[config.mk]
export PLATFORM = sky130hd
export DESIGN_NAME = pc_update_unit
export DESIGN_NICKNAME = d
export VERILOG_FILES = /design/src/rtl/pc_update_unit.sv
export SDC_FILE = /design/constraint.sdc
export NUM_CORES = 1
export LEC_CHECK = 0
export CAP_MARGIN = 10
export CORE_MARGIN = 8
export CORE_UTILIZATION = 30
export DETAILED_ROUTE_END_ITERATION = 16
export SLEW_MARGIN = 20
export SYNTH_ARGS = -nofsm -noshare
export SYNTH_HDL_FRONTEND = slang
export SYNTH_SLANG_ARGS = --single-unit
[constraint.sdc]
create_clock -name clk -period 3.6 [get_ports clk]
set_input_delay 0.36 -clock clk [delete_from_list [all_inputs] [get_ports clk]]
set_output_delay 0.36 -clock clk [all_outputs]
set_load 0.005 [all_outputs]
[src/rtl/pc_update_unit.sv]
// Program-counter update stage: holds PC and the latched branch-target register, selects the next PC.
// Optional bne support is enabled by defining BRANCH_NE_EN (adds the branch_ne input).
module pc_update_unit #(
    parameter int DATA_BUS_WIDTH    = 32,
    parameter int INSTRUCTION_WIDTH = 32,
    parameter int WIDTH_OPCODE      = 6,
    parameter logic [DATA_BUS_WIDTH-1:0] RESET_PC = '0,
    parameter int CNT_WIDTH         = 16,
    localparam int JT_W             = INSTRUCTION_WIDTH - WIDTH_OPCODE + 3
) (
    input  logic                      clk,
    input  logic                      reset,
    input  logic                      pc_write,
    input  logic                      pc_write_cond,
    input  logic [1:0]                pc_source,
    input  logic [DATA_BUS_WIDTH-1:0] alu_result,
    input  logic                      alu_zero,
    input  logic                      target_load,
    input  logic [JT_W-1:0]           jump_offset,
`ifdef BRANCH_NE_EN
    input  logic                      branch_ne,
`endif
    output logic [DATA_BUS_WIDTH-1:0] pc,
    output logic [DATA_BUS_WIDTH-1:0] target,
    output logic                      pc_updated,
    output logic                      misaligned,
    output logic [CNT_WIDTH-1:0]      taken_count
);

    logic [DATA_BUS_WIDTH-1:0] r_pc;
    logic [DATA_BUS_WIDTH-1:0] r_target;
    logic                      r_pc_updated;
    logic                      r_misaligned;
    logic [CNT_WIDTH-1:0]      r_taken_count;

    logic                      w_cond_ok;
    logic                      w_write_req;
    logic [DATA_BUS_WIDTH-1:0] w_candidate;
    logic                      w_attempt;
    logic                      w_aligned;
    logic                      w_accept;
    logic                      w_taken;

`ifdef BRANCH_NE_EN
    assign w_cond_ok = alu_zero ^ branch_ne;
`else
    assign w_cond_ok = alu_zero;
`endif

    assign w_write_req = pc_write | (pc_write_cond & w_cond_ok);

    // Source 01 reads the target register before any same-cycle target_load lands.
    always_comb begin
        w_candidate = r_pc;
        case (pc_source)
            2'b00:   w_candidate = alu_result;
            2'b01:   w_candidate = r_target;
            2'b10:   w_candidate = {r_pc[DATA_BUS_WIDTH-1:JT_W], jump_offset};
            default: w_candidate = r_pc;
        endcase
    end

    assign w_attempt = w_write_req & (pc_source != 2'b11) & ~r_misaligned;
    assign w_aligned = (w_candidate[1:0] == 2'b00);
    assign w_accept  = w_attempt & w_aligned;
    assign w_taken   = w_accept & ((pc_source == 2'b01) | (pc_source == 2'b10));

    always_ff @(posedge clk) begin
        if (reset) begin
            r_pc          <= RESET_PC;
            r_target      <= '0;
            r_pc_updated  <= 1'b0;
            r_misaligned  <= 1'b0;
            r_taken_count <= '0;
        end else begin
            r_pc_updated <= w_accept;
            if (target_load) begin
                r_target <= alu_result;
            end
            if (w_accept) begin
                r_pc <= w_candidate;
            end
            if (w_taken) begin
                r_taken_count <= r_taken_count + CNT_WIDTH'(1);
            end
            // Sticky: once set, w_attempt blocks every later write until reset.
            if (w_attempt && !w_aligned) begin
                r_misaligned <= 1'b1;
            end
        end
    end

    assign pc          = r_pc;
    assign target      = r_target;
    assign pc_updated  = r_pc_updated;
    assign misaligned  = r_misaligned;
    assign taken_count = r_taken_count;

endmodule

# Word level (Yosys, flattened, before mapping)
# Index checks and enable logic that the tools add are counted.
# W data, S select, Z words.
[word_totals]
output_inout_bits = 82
reg_bits = 82
input_bits = 69
wordCells = 29
[op_classes]
muxes = 1
bitwise_logic = 9
n_addsub = 1
n_eq_ne = 3
n_reduce_logical = 8
[op_table]
columns = ["op", "count"]
rows = [
  ["$pmux W32 S3", 1],
  ["$add A16 B1 Y16 const B", 1],
  ["$and A1 B1 Y1", 5],
  ["$logic_not A2 Y1", 2],
  ["$reduce_and A3 Y1", 1],
  ["$reduce_bool A3 Y1", 1],
  ["$eq A2 B1 Y1 const B", 1],
  ["$eq A2 B2 Y1 const B", 1],
  ["$ne A2 B2 Y1 const B", 1],
  ["$not A1 Y1", 2],
  ["$or A1 B1 Y1", 2],
  ["$reduce_and A2 Y1", 1],
  ["$reduce_bool A2 Y1", 1],
  ["$logic_and A1 B1 Y1", 1],
  ["$logic_not A1 Y1", 1],
]

# Logic depth before layout (Yosys ltp)
# Gate-level depths: netlist of the first run.
[depth]
ltp_word = 6
depth_mapped = 8

# Worst setup path after synthesis of the first run
# Ideal clock, no wire load.
[synth_timing]
path_kind = "in2reg"
from = "in pc_source[0]"
to = "reg r_taken_count[11], in the netlist taken_count[11]"
t_required_ns = 3.530
arrival_ns = 2.016
path_stages = 6
n_path_buf = 2
path_slack_ns = 1.514
cell_sequence = "ha_1 > clkbuf_2 > or4_4 > buf_6 > or4_1 > a21oi_1"
[synth_via]
elab_chain_len = 5
[synth_rtl]
columns = ["element", "line_no", "text"]
rows = [
  ["start, declared", "15", "input logic [1:0] pc_source,"],
  ["$eq A2 B2 Y1, or another cell as far along", "55, 66", ""],
  ["$pmux W32 S3 or $and A1 B1 Y1 (tied branches)", "55, 63", ""],
  ["$logic_not A2 Y1 or $and A1 B1 Y1 (tied branches)", "64, 63", ""],
  ["$and A1 B1 Y1", "65", "assign w_accept = w_attempt & w_aligned;"],
  ["$and A1 B1 Y1 (*)", "66", "assign w_taken = w_accept & ((pc_source == 2'b01) | (pc_source == 2'b10));"],
  ["end signal, assigned", "84", "r_taken_count <= r_taken_count + CNT_WIDTH'(1);"],
  ["end, declared", "34", "logic [CNT_WIDTH-1:0] r_taken_count;"],
]
# Mark *: on every way between the ends. The rest lies on a longest branch, timed or not.
# A chain may end at the register's enable or synchronous reset.

# Worst setup path in the final report of the first run
[layout_timing]
from = "in pc_source[1]"
to = "reg r_taken_count[11], in the netlist taken_count[11]"
# The elaborated chain is that of the path after synthesis.

==> results of run 1 <==
==> worst register-to-register path: stages (launching register included) <==
cell	delay, ns
dfxtp_1	0.41
ha_1	0.20
nand3_1	0.13
or4_1	0.58
or4_1	0.52
a21oi_1	0.17
==> through the flow <==
stage               area, µm²  std cells  total power (W)  hold slack (ns)  utilization
global placement         5130        634          0.00143            0.463        0.448
CTS                      5480        649          0.00249            0.474        0.477
global route             5480        649          0.00257            0.485        0.477
floorplan                3550        371          0.00119            0.468            -
detailed placement       5130        634          0.00144            0.465        0.448
finish                   5480        649          0.00246            0.470        0.477
==> where the power goes <==
| group | internal, W | switching (W) | leakage [nW] |
|---|---|---|---|
| Clock | 0.000677 | 0.000367 | 0.162 |
| Combinational | 0.000229 | 0.000189 | 1.11 |
| Sequential | 0.000960 | 0.0000369 | 0.672 |
| Total | 0.00187 | 0.000593 | 1.95 |
==> placed cells by master, fill, tap and decap left out, types with 9 or more instances in the layout <==
| cell | synthesis | routed |
|---|---|---|
| clkdlybuf4s50_1 | 0 | 148 |
| dfxtp_1 | 82 | 82 |
| a21oi_1 | 47 | 47 |
| nor2_1 | 35 | 35 |
| mux2i_1 | 32 | 32 |
| a222oi_1 | 27 | 27 |
| a211oi_1 | 27 | 27 |
| or4_1 | 18 | 18 |
| o31ai_1 | 12 | 12 |
| clkbuf_16 | 0 | 9 |
| buf_4 | 0 | 9 |
==> registers in the layout, indices dropped and copies added (netlist names) <==
signal / count
pc: 32
target: 32
taken_count: 16
misaligned: 1
pc_updated: 1
==> final cells by class <==
type	count	area (µm²)
repair buffers	159	1560
clock buffers	9	225
flip-flops and latches	82	1640
multi-input cells	247	1740
inverters	3	11.3
fillers	1097	5990
clock inverters	6	115
well taps	143	179
==> final timing paths <==
kind	cells after the start	end	slack (ns)	from
max	7	taken_count[11]	1.09	pc_source[1]
min	1	pc[0]	0.47	pc[0]
max reg2reg	5	taken_count[12]	1.51	taken_count[0]
min reg2reg	1	pc[0]	0.47	pc[0]
==> layer usage <==
metal  up-vias  part of all wire  global-route usage
met5         -           0.00087                   0
li1       1712                 -                   -
met2       158              0.46               0.253
met4         2             0.013              0.0503
met1      1703              0.41               0.173
met3        15              0.11              0.0809
==> cell families after synthesis <==
| family | share of synthesized area |
|---|---|
| compound gates | 0.248 |
| fa+ha+maj | 0.0176 |
| buf+inv | 0.0497 |
| flops | 0.462 |
| mux | 0.0934 |
| simple gates | 0.129 |
==> summary.md, run 1 <==
| Metric | Value |
|---|---|
| Outcome | `finished clean` |
| CTS tree | `yes` |
| RSZ-0062 raised after global routing | `false` |
| Synth-to-layout area growth | `54.2%` |
| First-pass detailed-route iteration total | `7` |
| Setup Skew | `~0.01 ns` |
| DIE HEIGHT | `125 µm` |
| Crit-path cells | `clkdlybuf4s50_1, inv_1, ha_1, nand3b_1, or4_1, or4_1, a21oi_1` |
| Via/cell ratio | `5.53` |
| Most frequent CP cell | `or4_1` |
| Remaining global-route overflow | `0` |
| Placer congestion estimate | `0.768` |
| Drt drc | `0` |
| Startpoint types | `primary input` |
| Worst Tran Pin Value | `1.03 ns` |
| Crit path largest cell delay | `0.67 ns` |
| Leak | `1.95 nW` |
| CP arrival | `around 2.8 ns` |
| Clock Tree Buf Depth | `2` |
| Setup_tns | `0 ns` |
| Worst slew margin | `0.313` |
| Layout cells sized above 1 | `0.0613` |
| Root Driver | `clkbuf_16` |
| Core area | `roughly 0.011 mm²` |
| Min cycle time layout | `2.51 ns` |
| Via count | `about 3600` |
| Max-slew violations | `0` |
| CTS resizes | `0` |
| CP Capture Type | `register` |
| Diodes inserted | `0` |
| IO Port Bufs | `150` |
| Layout Nets | `roughly 580` |
| Synth Cell Area | `between 0.003 and 0.004 mm²` |
| Top cell type's share of synthesized area | `0.462` |
| Initial antenna violation count | `1` |
| DR iter-0 viols | `330` |
| Most frequent cell after synthesis | `dfxtp_1` |
| PD cells | `~450 mW/mm²` |
| Die area | `0.0156 mm²` |
| Worst Path Max Fanout | `12` |
| Largest net degree at the start of global routing | `between 40 and 50` |
| Slowest cell on the critical path | `or4_1` |
| Post-CTS Setup Repair Bufs | `0` |
| Drt wl/cell | `19.4 µm` |
| Crit path max-delay family | `simple AND/OR/NAND/NOR gates` |
| MaxCap Viol Count | `0` |
| Final setup vio count | `0` |
| Main synth FF type | `dfxtp_1` |
| Mapped Cells | `around 370` |
| Num Clock Sinks | `82` |
| Final worst-path cycle share | `0.698` |
| Place WS | `just under 0.8 ns` |
| Hold_buf cts | `0` |
| WP data required | `3.86 ns` |
| Post-DP HPWL | `9.09 mm` |
| Critical path class | `primary input to register` |
| Die X-Extent | `125 µm` |
| Clk slew on worst S/H paths | `roughly 0.060 ns` |
| Final ANT Viol Nets | `0` |
| WP buf/inv | `2` |
| FP Rows | `39` |
| Total nets after synthesis | `445` |
| Synth Warn # | `0` |
| Sequential fraction of the synthesis area | `0.462` |
| Distinct cells, synth | `34` |
| Fin. Hold Viols | `0` |
| Initial Util | `0.310` |
| Yosys reg bits | `82` |
| Peak supply drop | `0.198 mV` |
| Setup ws final | `1.09 ns` |
| Area leader, netlist | `dfxtp_1` |
| Average size of a mapped cell | `about 9.6 µm²` |
| Fmax | `398 MHz` |
| Htree depth | `3` |
| IO Pins | `approximately 150` |
| Synth area leaders | `dfxtp_1, mux2i_1, a222oi_1, a21oi_1, a211oi_1` |
| GRT Resource Usage Total | `0.156` |
| Post-synth ARST share | `0` |
| Most frequent cells after synthesis | `dfxtp_1, a21oi_1, nor2_1, mux2i_1, clkbuf_1` |
| First-pass GRT wire length | `approximately 20 mm` |
| Clk Latency, worst-skew pair | `0.33 ns` |
| Post-synth EDFFs | `0` |
| Worst min path class | `register to register` |
| Vias in the first global route | `around 3700` |
| Total wire length | `~13 mm` |
| CTS buffer count | `9` |
Power figures use the tool's default switching activity.
==> run 2, diff against run 1 <==
clock period = 2.4 ns   (was 3.6 ns; I/O delays follow)
==> summary.md, run 2 (synthesized netlist as in run 1, its figures left out) <==
| Metric | Value |
|---|---|
| Via count | `3622 (+0.89%)` |
| Fin. Hold Viols | `0 (unchanged)` |
| Root Driver | `clkbuf_16` |
| DR iter-0 viols | `442 (+34%)` |
| DR WL met3 | `1.19 mm (-14%)` |
| Post-CTS Setup Repair Bufs | `0 (unchanged)` |
| Initial antenna violation count | `1 (unchanged)` |
| IO Port Bufs | `150 (unchanged)` |
| DIE HEIGHT | `125 µm (unchanged)` |
| First-pass detailed-route iteration total | `8 (+1)` |
| Uppermost layer routed | `met5` |
| Total wire length | `12.9 mm (+2.6%)` |
| CP Capture Type | `register` |
| Critical path class | `primary input to register` |
| Setup Skew | `0.0119 ns (+0.00209 ns)` |
| Fmax | `450 MHz` |
| RSZ-0062 raised after global routing | `false` |
| Via/cell ratio | `5.39 (-2.6%)` |
| Hold Path Depth | `2 (+1)` |
| Synth-to-layout area growth | `58.9%` |
| CTS resizes | `0 (unchanged)` |
| Commonest non-fill, non-tap cell in the layout | `clkdlybuf4s50_1` |
| MaxCap Viol Count | `0 (unchanged)` |
| First-pass GRT wire length | `21.0 mm (+5.6%)` |
| Clock Tree Buf Depth | `2 (unchanged)` |
| PD cells | `651 mW/mm² (+45%)` |
| Htree depth | `3 (unchanged)` |
| Worst min path class | `primary input to register` |
| Post-DP HPWL | `9.41 mm (+3.5%)` |
| Remaining global-route overflow | `0 (unchanged)` |
| Worst Path Max Fanout | `20 (+8)` |
| Core area | `0.0115 mm² (unchanged)` |
| Final worst-path cycle share | `0.927` |
| Hold_buf cts | `0 (unchanged)` |
| Commonest non-fill, non-tap cells in the layout | `clkdlybuf4s50_1, dfxtp_1, a21oi_1, nor2_1, mux2i_1` |
| Clk slew on worst S/H paths | `0.06 ns (about the same)` |
| Num Clock Sinks | `82 (unchanged)` |
| Metal2 WL | `5.97 mm (+2.3%)` |
| Worst slew margin | `0.715 (+0.402)` |
| Min cycle time layout | `2.22 ns` |
| FF-to-FF path depth | `5 (unchanged)` |
| Worst reg2reg setup slack | `0.41 ns (-1.10 ns)` |
| Outcome | `finished clean` |
| Startpoint types | `primary input` |
| Wl on met1 | `5.57 mm (+6.9%)` |
| FP Rows | `39 (unchanged)` |
| Final setup vio count | `0 (unchanged)` |
| Initial Util | `0.310 (unchanged)` |
| Diodes inserted | `0 (unchanged)` |
| Final ANT Viol Nets | `0 (unchanged)` |
| IO Pins | `151 (unchanged)` |
| Fill cells | `1095 (-0.18%)` |
| Max-slew violations | `0 (unchanged)` |
| Drt drc | `0 (unchanged)` |
| WP data required | `2.66 ns (-1.20 ns)` |
| Vias in the first global route | `3837 (+4.2%)` |
| CTS tree | `yes` |
| Placed Cells | `656 (+3.5%)` |
| Layout Nets | `598 (+3.8%)` |
| CTS buffer count | `9 (unchanged)` |
| Leak | `2.05 nW (+5.5%)` |
| R2R Path End | `taken_count[8]` |
| Hold Crit Endpoint | `target[3]` |
| Drt wl/cell | `19.3 µm (-0.86%)` |
| Worst Tran Pin Value | `0.427 ns (-0.603 ns)` |
| Largest net degree at the start of global routing | `40 (-13%)` |
| Placer congestion estimate | `0.770 (+0.33%)` |
| GRT Resource Usage Total | `0.164 (+0.00805)` |
| Area of the multi-input gates | `0.00174 mm² (unchanged)` |
| Layout cells sized above 1 | `0.100 (+0.0389)` |
| Clk Latency, worst-skew pair | `0.34 ns (about the same)` |
| Die area | `0.0156 mm² (unchanged)` |
| Reg2reg start | `taken_count[0]` |
| Hold Crit Start | `reset` |
| Die X-Extent | `125 µm (unchanged)` |
| CP arrival | `2.49 ns (-0.29 ns)` |
| Power consumption | `0.00367 W (+49%)` |
| Peak supply drop | `0.390 mV (+97%)` |
| Seq. cell area | `0.00164 mm² (unchanged)` |
| Cell Count, Final, Fillers Out | `672 (+3.5%)` |
[run 2: final cells by class]
class	instances	share of cell area
Clock inverter	5	0.0153
Timing Repair Buffer	181	0.308
Sequential cell	82	0.291
Clock buffer	11	0.0430
Inverter	3	0.00200
Tap cell	143	0.0317
Multi-Input combinational cell	247	0.309
[run 2: through the flow]
| step | instance area (µm²) | worst slack (ns) | TNS, ns | hold slack (ns) | util |
|---|---|---|---|---|---|
| floorplan | 3550 | 0.434 | 0 | 0.387 | - |
| global placement | 5310 | -0.116 | -2.86 | 0.463 | 0.463 |
| detailed placement | 5310 | -0.154 | -2.53 | 0.469 | 0.463 |
| CTS | 5640 | 0.186 | 0 | 0.251 | 0.492 |
| global route | 5640 | 0.0382 | 0 | 0.265 | 0.492 |
| finish | 5640 | 0.175 | 0 | 0.254 | 0.492 |
[run 2: worst max-delay path: stages]
cell             delay, ns
clkdlybuf4s50_1       0.43
buf_4                 0.15
ha_1                  0.19
o21a_1                0.14
or4_4                 0.64
or4_1                 0.54
a21oi_1               0.15
[run 2: worst max path at each step]
| stage | slack [ns] | startpoint | cells after the start | end |
|---|---|---|---|---|
| 3_5_place_dp | -0.15 | pc_source[0] | 7 | taken_count[8] |
| 6_report | 0.18 | pc_source[1] | 7 | taken_count[3] |
| 2_1_floorplan | 0.43 | pc_source[0] | 6 | taken_count[11] |
| 3_3_place_gp | -0.12 | pc_source[0] | 7 | taken_count[14] |
| 4_1_cts | 0.19 | pc_source[1] | 7 | taken_count[8] |
| 5_1_grt | 0.04 | pc_source[1] | 7 | taken_count[4] |
[run 2: power breakdown]
part | switching (W) | internal, W
combinational | 0.000289 | 0.000374
clock | 0.000569 | 0.000948
sequential | 0.0000544 | 0.00144
[run 2: layer usage]
metal | track usage | vias up
met5 | 0 | -
met4 | 0.0510 | 2
met3 | 0.0787 | 18
met2 | 0.264 | 128
met1 | 0.188 | 1717
li1 | - | 1757
==> run 3, diff against run 2 <==
RECOVER_POWER = 25   (was unset)
==> summary.md, run 3 (synthesized netlist as in run 1, its figures left out) <==
| Metric | Value |
|---|---|
| MaxCap Viol Count | `0 (unchanged)` |
| Worst slew margin | `0.00881 (-0.706)` |
| Worst Path Max Fanout | `20 (unchanged)` |
| Startpoint types | `primary input` |
| GRT busiest layer | `met2` |
| Initial Util | `0.310 (unchanged)` |
| Layout Nets | `598 (unchanged)` |
| Crit-path cells | `clkdlybuf4s50_1, buf_4, ha_1, o21a_1, or4_4, or4_1, a21oi_1` |
| Clock Power Share | `0.413 (about the same)` |
| Fin. Hold Viols | `0 (unchanged)` |
| Outcome | `finished clean` |
| Placer congestion estimate | `0.770 (unchanged)` |
| Root Driver | `clkbuf_16` |
| IO Pins | `151 (unchanged)` |
| RSZ-0062 raised after global routing | `false` |
| CTS tree | `yes` |
| CTS resizes | `0 (unchanged)` |
| Total wire length | `12.9 mm (-0.18%)` |
| Drt drc | `0 (unchanged)` |
| Worst reg2reg setup slack | `0.41 ns (about the same)` |
| M1 GR Usage | `0.188 (unchanged)` |
| FP Rows | `39 (unchanged)` |
| Final worst-path cycle share | `0.927 (about the same)` |
| Leak | `2.07 nW (+0.81%)` |
| CP Capture Type | `register` |
| Sequential Power Share | `0.408 (about the same)` |
| Clk slew on worst S/H paths | `0.06 ns (about the same)` |
| Commonest non-fill, non-tap cells in the layout | `clkdlybuf4s50_1, dfxtp_1, a21oi_1, nor2_1, mux2i_1` |
| First-pass detailed-route iteration total | `5 (-3)` |
| Peak supply drop | `0.389 mV (-0.30%)` |
| Power Internal | `0.00276 W (-0.17%)` |
| Clk Latency, worst-skew pair | `0.34 ns (about the same)` |
| Place WS | `-0.154 ns (unchanged)` |
| Setup Skew | `0.0109 ns (-0.000954 ns)` |
| Num Clock Sinks | `82 (unchanged)` |
| Min cycle time layout | `2.22 ns (-0.000561 ns)` |
| WP buf/inv | `2 (unchanged)` |
| Final setup vio count | `0 (unchanged)` |
| Largest net degree at the start of global routing | `40 (unchanged)` |
| Initial antenna violation count | `1 (unchanged)` |
| Via/cell ratio | `5.38 (-0.28%)` |
| Die area | `0.0156 mm² (unchanged)` |
| DR iter-0 viols | `408 (-7.7%)` |
| Crit path largest cell delay | `0.64 ns (about the same)` |
| Setup ws final | `0.176 ns (+0.000561 ns)` |
| Fmax | `450 MHz (about the same)` |
| Post-DP HPWL | `9.41 mm (unchanged)` |
| Net switching power figure | `0.000911 W (-0.17%)` |
| Slowest cell on the critical path | `or4_4` |
| IO Port Bufs | `150 (unchanged)` |
| Diodes inserted | `0 (unchanged)` |
| Drt wl/cell | `19.2 µm (-0.18%)` |
| PD cells | `652 mW/mm² (about the same)` |
| Final ANT Viol Nets | `0 (unchanged)` |
| CP arrival | `2.49 ns (about the same)` |
| Remaining global-route overflow | `0 (unchanged)` |
| Critical path class | `primary input to register` |
| Worst Tran Pin Value | `1.49 ns (+1.06 ns)` |
| Hold_buf cts | `0 (unchanged)` |
| Area of the multi-input gates | `0.00174 mm² (unchanged)` |
| GRT Resource Usage Total | `0.164 (unchanged)` |
| CTS buffer count | `9 (unchanged)` |
| Commonest non-fill, non-tap cell in the layout | `clkdlybuf4s50_1` |
| Fill cells | `1095 (unchanged)` |
| Synth-to-layout area growth | `58.6%` |
| WP data required | `2.66 ns (about the same)` |
| Vias in the first global route | `3837 (unchanged)` |
| Via count | `3612 (-0.28%)` |
| Layout cells sized above 1 | `0.0945 (-0.00567)` |
| Max-slew violations | `0 (unchanged)` |
| Clock Tree Buf Depth | `2 (unchanged)` |
| Crit path max-delay family | `simple AND/OR/NAND/NOR gates` |
| Grt met2 use | `0.264 (unchanged)` |
| Grt met3 use | `0.0787 (unchanged)` |
| Worst min path class | `primary input to register` |
| First-pass GRT wire length | `21.0 mm (unchanged)` |
| Htree depth | `3 (unchanged)` |
| Sw Ratio | `0.248 (about the same)` |
| Combinational power share | `0.179 (-0.002)` |
| Post-CTS Setup Repair Bufs | `0 (unchanged)` |
| Fin Hold WS | `0.253 ns (-0.00132 ns)` |
| Seq. cell area | `0.00164 mm² (unchanged)` |
| DIE HEIGHT | `125 µm (unchanged)` |
| Core area | `0.0115 mm² (unchanged)` |
| Die X-Extent | `125 µm (unchanged)` |
## run 3: path summary, 6_finish.rpt
check | from | endpoint | depth (start not counted)
hold / removal | reset | target[3] | 2
setup reg to reg | taken_count[0] | taken_count[8] | 5
setup / recovery | pc_source[1] | taken_count[3] | 7
hold reg to reg | pc[0] | pc[0] | 1
## run 3: cell type report
type,instances,share of cell area
multi-input combinational,247,0.310
timing repair buffer,181,0.306
sequential,82,0.292
clock buffer,11,0.0431
tap,143,0.0318
clock inverter,5,0.0153
inverter,3,0.00200
## run 3: per-stage QoR
stage / TNS, ns / instances / total power [W] / util / area (µm²)
6_report: 0 / 672 / 0.00367 / 0.491 / 5630
2_1_floorplan: 0 / 371 / 0.00179 / - / 3550
3_3_place_gp: -2.86 / 656 / 0.00218 / 0.463 / 5310
4_1_cts: 0 / 672 / 0.00371 / 0.492 / 5640
3_5_place_dp: -2.53 / 656 / 0.00219 / 0.463 / 5310
5_1_grt: 0 / 672 / 0.00382 / 0.491 / 5630
## run 3: per-layer routing
| layer | wire [µm] | vias to the layer above | part of all wire |
|---|---|---|---|
| met5 | 11 | - | 0.00085 |
| li1 | - | 1755 | - |
| met2 | 5960 | 123 | 0.46 |
| met4 | 210 | 2 | 0.016 |
| met1 | 5540 | 1713 | 0.43 |
| met3 | 1190 | 19 | 0.092 |
## run 3: power by group through the flow
stage	Combinational, W	Sequential [W]	Clock [W]
floorplan	0.000268	0.00152	0
global placement	0.000661	0.00152	0
detailed placement	0.000668	0.00152	0
CTS	0.000671	0.00150	0.00154
global route	0.000720	0.00150	0.00160
finish	0.000658	0.00149	0.00151
## run 3: worst register-to-register path: stages (launching register included)
cell and delay [ns]:
dfxtp_1 0.40, ha_1 0.19, nand3_1 0.12, or4_1 0.55, or4_1 0.51, a21oi_1 0.16
